--- src/rtl/clock_pkg.sv ---
// Shared types and constants for the HH:MM:SS time-keeping controller.
package clock_pkg;

    localparam int TW         = 7;
    localparam int H_MOD_DEF  = 24;
    localparam int M_MOD_DEF  = 60;
    localparam int S_MOD_DEF  = 60;

    typedef enum logic [1:0] {
        RUN   = 2'd0,
        SET_H = 2'd1,
        SET_M = 2'd2
    } state_t;

    // Modular increment of a time field; wraps to zero at modulus-1.
    function automatic logic [TW-1:0] wrap_inc(input logic [TW-1:0] v, input int modulus);
        return (int'(v) == modulus - 1) ? '0 : v + TW'(1);
    endfunction

endpackage

--- src/rtl/btn_edge.sv ---
// Two-flop synchroniser plus rising-edge detect; one-cycle pulse per press.
module btn_edge (
    input  logic clk,
    input  logic rst,
    input  logic btn,
    output logic ev
);
    logic s1, s2, s3;

    always_ff @(posedge clk) begin
        if (rst) begin
            s1 <= 1'b0;
            s2 <= 1'b0;
            s3 <= 1'b0;
        end else begin
            s1 <= btn;
            s2 <= s1;
            s3 <= s2;
        end
    end

    // Pulse is valid between the 2nd and 3rd edge, so consumers update on the 3rd.
    assign ev = s2 & ~s3;

endmodule

--- src/rtl/clock_set_ctrl.sv ---
// HH:MM:SS time registers, RUN/SET_H/SET_M set-mode sequencer and field blink control.
module clock_set_ctrl
    import clock_pkg::*;
#(
    parameter int H_MOD = H_MOD_DEF,
    parameter int M_MOD = M_MOD_DEF,
    parameter int S_MOD = S_MOD_DEF
) (
    input  logic          clk,
    input  logic          rst,
    input  logic          sec_tick,
    input  logic          blink_tick,
    input  logic          mode_btn,
    input  logic          inc_btn,
    output logic [TW-1:0] H,
    output logic [TW-1:0] M,
    output logic [TW-1:0] S,
    output logic [1:0]    set_mode,
    output logic          blank_h,
    output logic          blank_m
);
    logic          mode_ev, inc_ev;
    state_t        state, state_nx;
    logic          blink_phase, phase_nx;
    logic          inc_applied;
    logic [TW-1:0] h_nx, m_nx, s_nx;

    btn_edge u_mode_edge (.clk(clk), .rst(rst), .btn(mode_btn), .ev(mode_ev));
    btn_edge u_inc_edge  (.clk(clk), .rst(rst), .btn(inc_btn),  .ev(inc_ev));

    always_comb begin
        state_nx    = state;
        h_nx        = H;
        m_nx        = M;
        s_nx        = S;
        inc_applied = 1'b0;
        case (state)
            RUN: begin
                if (sec_tick) begin
                    s_nx = wrap_inc(S, S_MOD);
                    if (int'(S) == S_MOD - 1) begin
                        m_nx = wrap_inc(M, M_MOD);
                        if (int'(M) == M_MOD - 1)
                            h_nx = wrap_inc(H, H_MOD);
                    end
                end
                if (mode_ev)
                    state_nx = SET_H;
            end
            SET_H: begin
                if (mode_ev) begin
                    state_nx = SET_M;
                end else if (inc_ev) begin
                    h_nx        = wrap_inc(H, H_MOD);
                    inc_applied = 1'b1;
                end
            end
            SET_M: begin
                // Leaving the editor restarts counting on a whole minute.
                if (mode_ev) begin
                    state_nx = RUN;
                    s_nx     = '0;
                end else if (inc_ev) begin
                    m_nx        = wrap_inc(M, M_MOD);
                    inc_applied = 1'b1;
                end
            end
            default: state_nx = RUN;
        endcase

        // Edited field is shown solid right after any press or mode change.
        if (state_nx != state || inc_applied)
            phase_nx = 1'b0;
        else if (blink_tick)
            phase_nx = ~blink_phase;
        else
            phase_nx = blink_phase;
    end

    always_ff @(posedge clk) begin
        if (rst) begin
            state       <= RUN;
            H           <= '0;
            M           <= '0;
            S           <= '0;
            blink_phase <= 1'b0;
            blank_h     <= 1'b0;
            blank_m     <= 1'b0;
        end else begin
            state       <= state_nx;
            H           <= h_nx;
            M           <= m_nx;
            S           <= s_nx;
            blink_phase <= phase_nx;
            blank_h     <= (state_nx == SET_H) && phase_nx;
            blank_m     <= (state_nx == SET_M) && phase_nx;
        end
    end

    assign set_mode = state;

endmodule

--- config.mk ---
export PLATFORM = sky130hd
export DESIGN_NAME = clock_set_ctrl
export DESIGN_NICKNAME = d
export VERILOG_FILES = /design/src/rtl/clock_pkg.sv /design/src/rtl/btn_edge.sv /design/src/rtl/clock_set_ctrl.sv
export SDC_FILE = /design/constraint.sdc
export NUM_CORES = 1
export LEC_CHECK = 0
export ABC_AREA = 1
export ABC_CLOCK_PERIOD_IN_PS = 1900
export CAP_MARGIN = 25
export CELL_PAD_IN_SITES_DETAIL_PLACEMENT = 0
export CELL_PAD_IN_SITES_GLOBAL_PLACEMENT = 2
export CORE_MARGIN = 8
export CORE_UTILIZATION = 29
export CTS_BUF_LIST = sky130_fd_sc_hd__clkbuf_8 sky130_fd_sc_hd__clkbuf_16
export DETAILED_ROUTE_END_ITERATION = 16
export GPL_ROUTABILITY_DRIVEN = 1
export PLACE_DENSITY_LB_ADDON = 0.1
export SYNTH_ARGS = -nofsm -noshare
export SYNTH_HDL_FRONTEND = slang
export SYNTH_SLANG_ARGS = --single-unit
--- constraint.sdc ---
create_clock -name clk -period 1.9 [get_ports clk]
set_clock_uncertainty 0.05 [all_clocks]
set_input_delay 0.57 -clock clk [delete_from_list [all_inputs] [get_ports clk]]
set_output_delay 0.57 -clock clk [all_outputs]
set_load 0.02 [all_outputs]
==> flow_summary.toml <==
[status]
status = "finished, final reports clean"

[drt]
viasPerCell = 4.42
firstDrtPassIters = 4
drcViolationCount = 0
routedWlPerCell_um = 11.4
first_iter_violations = 48
wl_um = 4230
drtAntennaViolNets = 0
dr_total_vias = 1638

[synth]
synth-seq-cells = 32
netlist.area_leader.share = 0.367
ys_types = 30
synth_nets = 262
yosysTopAreaCell = "dfxtp_1"
synth_area_um2 = 1740
avgSynthCellArea_um2 = 7.00
yosysWarnings = 0
syn-instance-count = 249
seq_area_frac_synth = 0.367
synthTopCellsByArea = "dfxtp_1, nand2_1, nor2_1, nand3_1, inv_1"

[finish]
final_common_cell = "nand2_1"
areaGrowthSynthToFinish_pct = 32.8
fin_cells = 371
antennaDiodeCount = 0
final_util = 0.396
final_nets = 308
multi_input_area_um2 = 962
drive_above_1_share = 0.128
fill_cells = 617
register_area_um2 = 641
final_cell_mix = "nand2_1, dfxtp_1, nor2_1"

[global_route]
grt_antenna_before_repair = 0
grt_max_degree = 14
grt_pass1_wl_um = 7310
grt_pass1_vias = 1575
overflow = 0
grt_usage = 0.104

[power]
p_leak_nw = 1.11
cellInternalPower_w = 0.00116
p_comb_frac = 0.142
power_w = 0.00159
pwr-share-clk = 0.414
peakVddDrop_v = 0.000424
swShare = 0.268
p_switching_w = 0.000426
p_seq_frac = 0.444
powerDensity_nw_per_um2 = 686

[die]
rows = 28
die_w_um = 93.6
coreArea_um2 = 5850
dieArea_um2 = 8750
die_y_um = 93.6
start_util = 0.298
ios = 31

[clocking]
cts_root_buf = "clkbuf_8"
htree_num_levels = 2
clkTransAtPathRegs_ns = 0.08
clk_latency_ns = 0.28
cts_buffers = 5
clock_path_buffers = 2
cts_num_sinks = 32
cts_tree = "built"
postCtsSetupBuffers = 0

[timing]
period_needed_ns = 1.84
maxSlewHeadroom = 0.790
hold_ws_ns = 0.356
worst_slew_pin_slew_ns = 0.314
drv_slew = 0
rsz0062_at_grt = "no"
clock.fmax_mhz = 542
finalSetupViolations = 0
post-route-period-util = 0.970
hold_violations = 0

[critical_path]
crit_slowest_cell = "clkdlybuf4s50_1"
rr_worst_depth = 9
crit_cells = 1
arrival_ns = 1.22
worst_r2r_endpoint = "H[1]"
critPathKind = "flop to output port"
r2r_slack_ns = 0.27
path_cells = "clkdlybuf4s50_1"
max_stage_delay_ns = 0.61
crit_family = "buffers and inverters"
crit_buf_inv = 1
required_ns = 1.28
endpoint_kind = "output port"
start_kind = "flop"
critPathCapture = "H[2]"
worstPathMaxFanout = 2
startpoint = "H[2]"
reg2reg_from = "set_mode[0]"

[worst_hold_path]
min_path_type = "flop to flop"

[placed_design]
hpwl_um = 3260
dpl.cell_count = 363
routabilityCongestion = 0.780
numPortBuffers = 30

[flow_run]
maxCapViolations = 0
==> layout make-up <==
type / instances / area share
Multi-Input combinational cell: 180 / 0.415
Sequential cell: 32 / 0.277
Timing Repair Buffer: 42 / 0.162
Inverter: 34 / 0.0573
Tap cell: 75 / 0.0405
Clock buffer: 5 / 0.0297
Clock inverter: 3 / 0.0184
==> state kept, by name, summed over array words and instances, names as in the netlist, 2 cells and up <==
register / cells
H: 7
M: 7
S: 7
set_mode: 2
==> logic make-up after synthesis <==
family	share of synthesized area
xor+xnor	0.0352
compound gates	0.0990
flops	0.367
fa+ha+maj	0.0502
simple gates	0.366
buf+inv	0.0825
==> cell usage after synthesis <==
library cell   n
nor2_8         1
nand2_8        1
o21bai_1       1
nand3_2        2
o21ai_2        1
xnor2_1        1
nand3b_1       3
clkbuf_1       3
nand2_2        4
nor2_1        31
nor2_2         1
inv_4          2
nand4_1        4
nand3_1       22
inv_2          2
dfxtp_1       32
xor2_1         6
nor3_1         2
a21oi_1       20
a21oi_2        1
o211a_1        1
o21ai_0        4
nand3_4        1
nor3b_2        1
clkinv_1       1
nand2_1       62
ha_1           7
o21ai_1        2
a21o_1         1
inv_1         29
==> per-layer routing <==
| metal | track usage | wire (µm) | vias up |
|---|---|---|---|
| met5 | 0 | 0 | - |
| li1 | - | - | 891 |
| met1 | 0.123 | 2060 | 721 |
| met2 | 0.169 | 1940 | 24 |
| met4 | 0.0436 | 32 | 0 |
| met3 | 0.0337 | 196 | 2 |
==> how the worst min path moves through the flow <==
stage,end,depth (start not counted),slack [ns],startpoint
2_1_floorplan,u_inc_edge.s2,2,0.34,u_inc_edge.s1
3_3_place_gp,u_mode_edge.s2,2,0.34,u_mode_edge.s1
3_5_place_dp,u_mode_edge.s2,2,0.35,u_mode_edge.s1
4_1_cts,u_inc_edge.s2,2,0.36,u_inc_edge.s1
5_1_grt,u_inc_edge.s2,2,0.38,u_inc_edge.s1
6_report,u_inc_edge.s2,2,0.36,u_inc_edge.s1
==> through the flow <==
| step | cell area (µm²) | TNS [ns] | setup WS (ns) |
|---|---|---|---|
| 6_report | 2320 | 0 | 0.0564 |
| 5_1_grt | 2320 | 0 | 0.00336 |
| 4_1_cts | 2310 | 0 | 0.0211 |
| 3_5_place_dp | 2220 | -0.181 | -0.0311 |
| 3_3_place_gp | 2220 | -0.170 | -0.0355 |
| 2_1_floorplan | 1740 | 0 | 0.204 |
==> power by group through the flow <==
stage          Clock, W  Sequential, W  Combinational, W
2_1_floorplan         0       0.000736          0.000139
3_3_place_gp          0       0.000722          0.000235
3_5_place_dp          0       0.000722          0.000235
4_1_cts        0.000683       0.000706          0.000228
5_1_grt        0.000715       0.000709          0.000254
6_report       0.000658       0.000706          0.000226
==> what timing repair did <==
action / in CTS / in global routing
gates resized for setup: 16 / 3
setup endpoints to repair: 16 / 6
hold buffers: 0 / 0
Power figures use the tool's default switching activity.
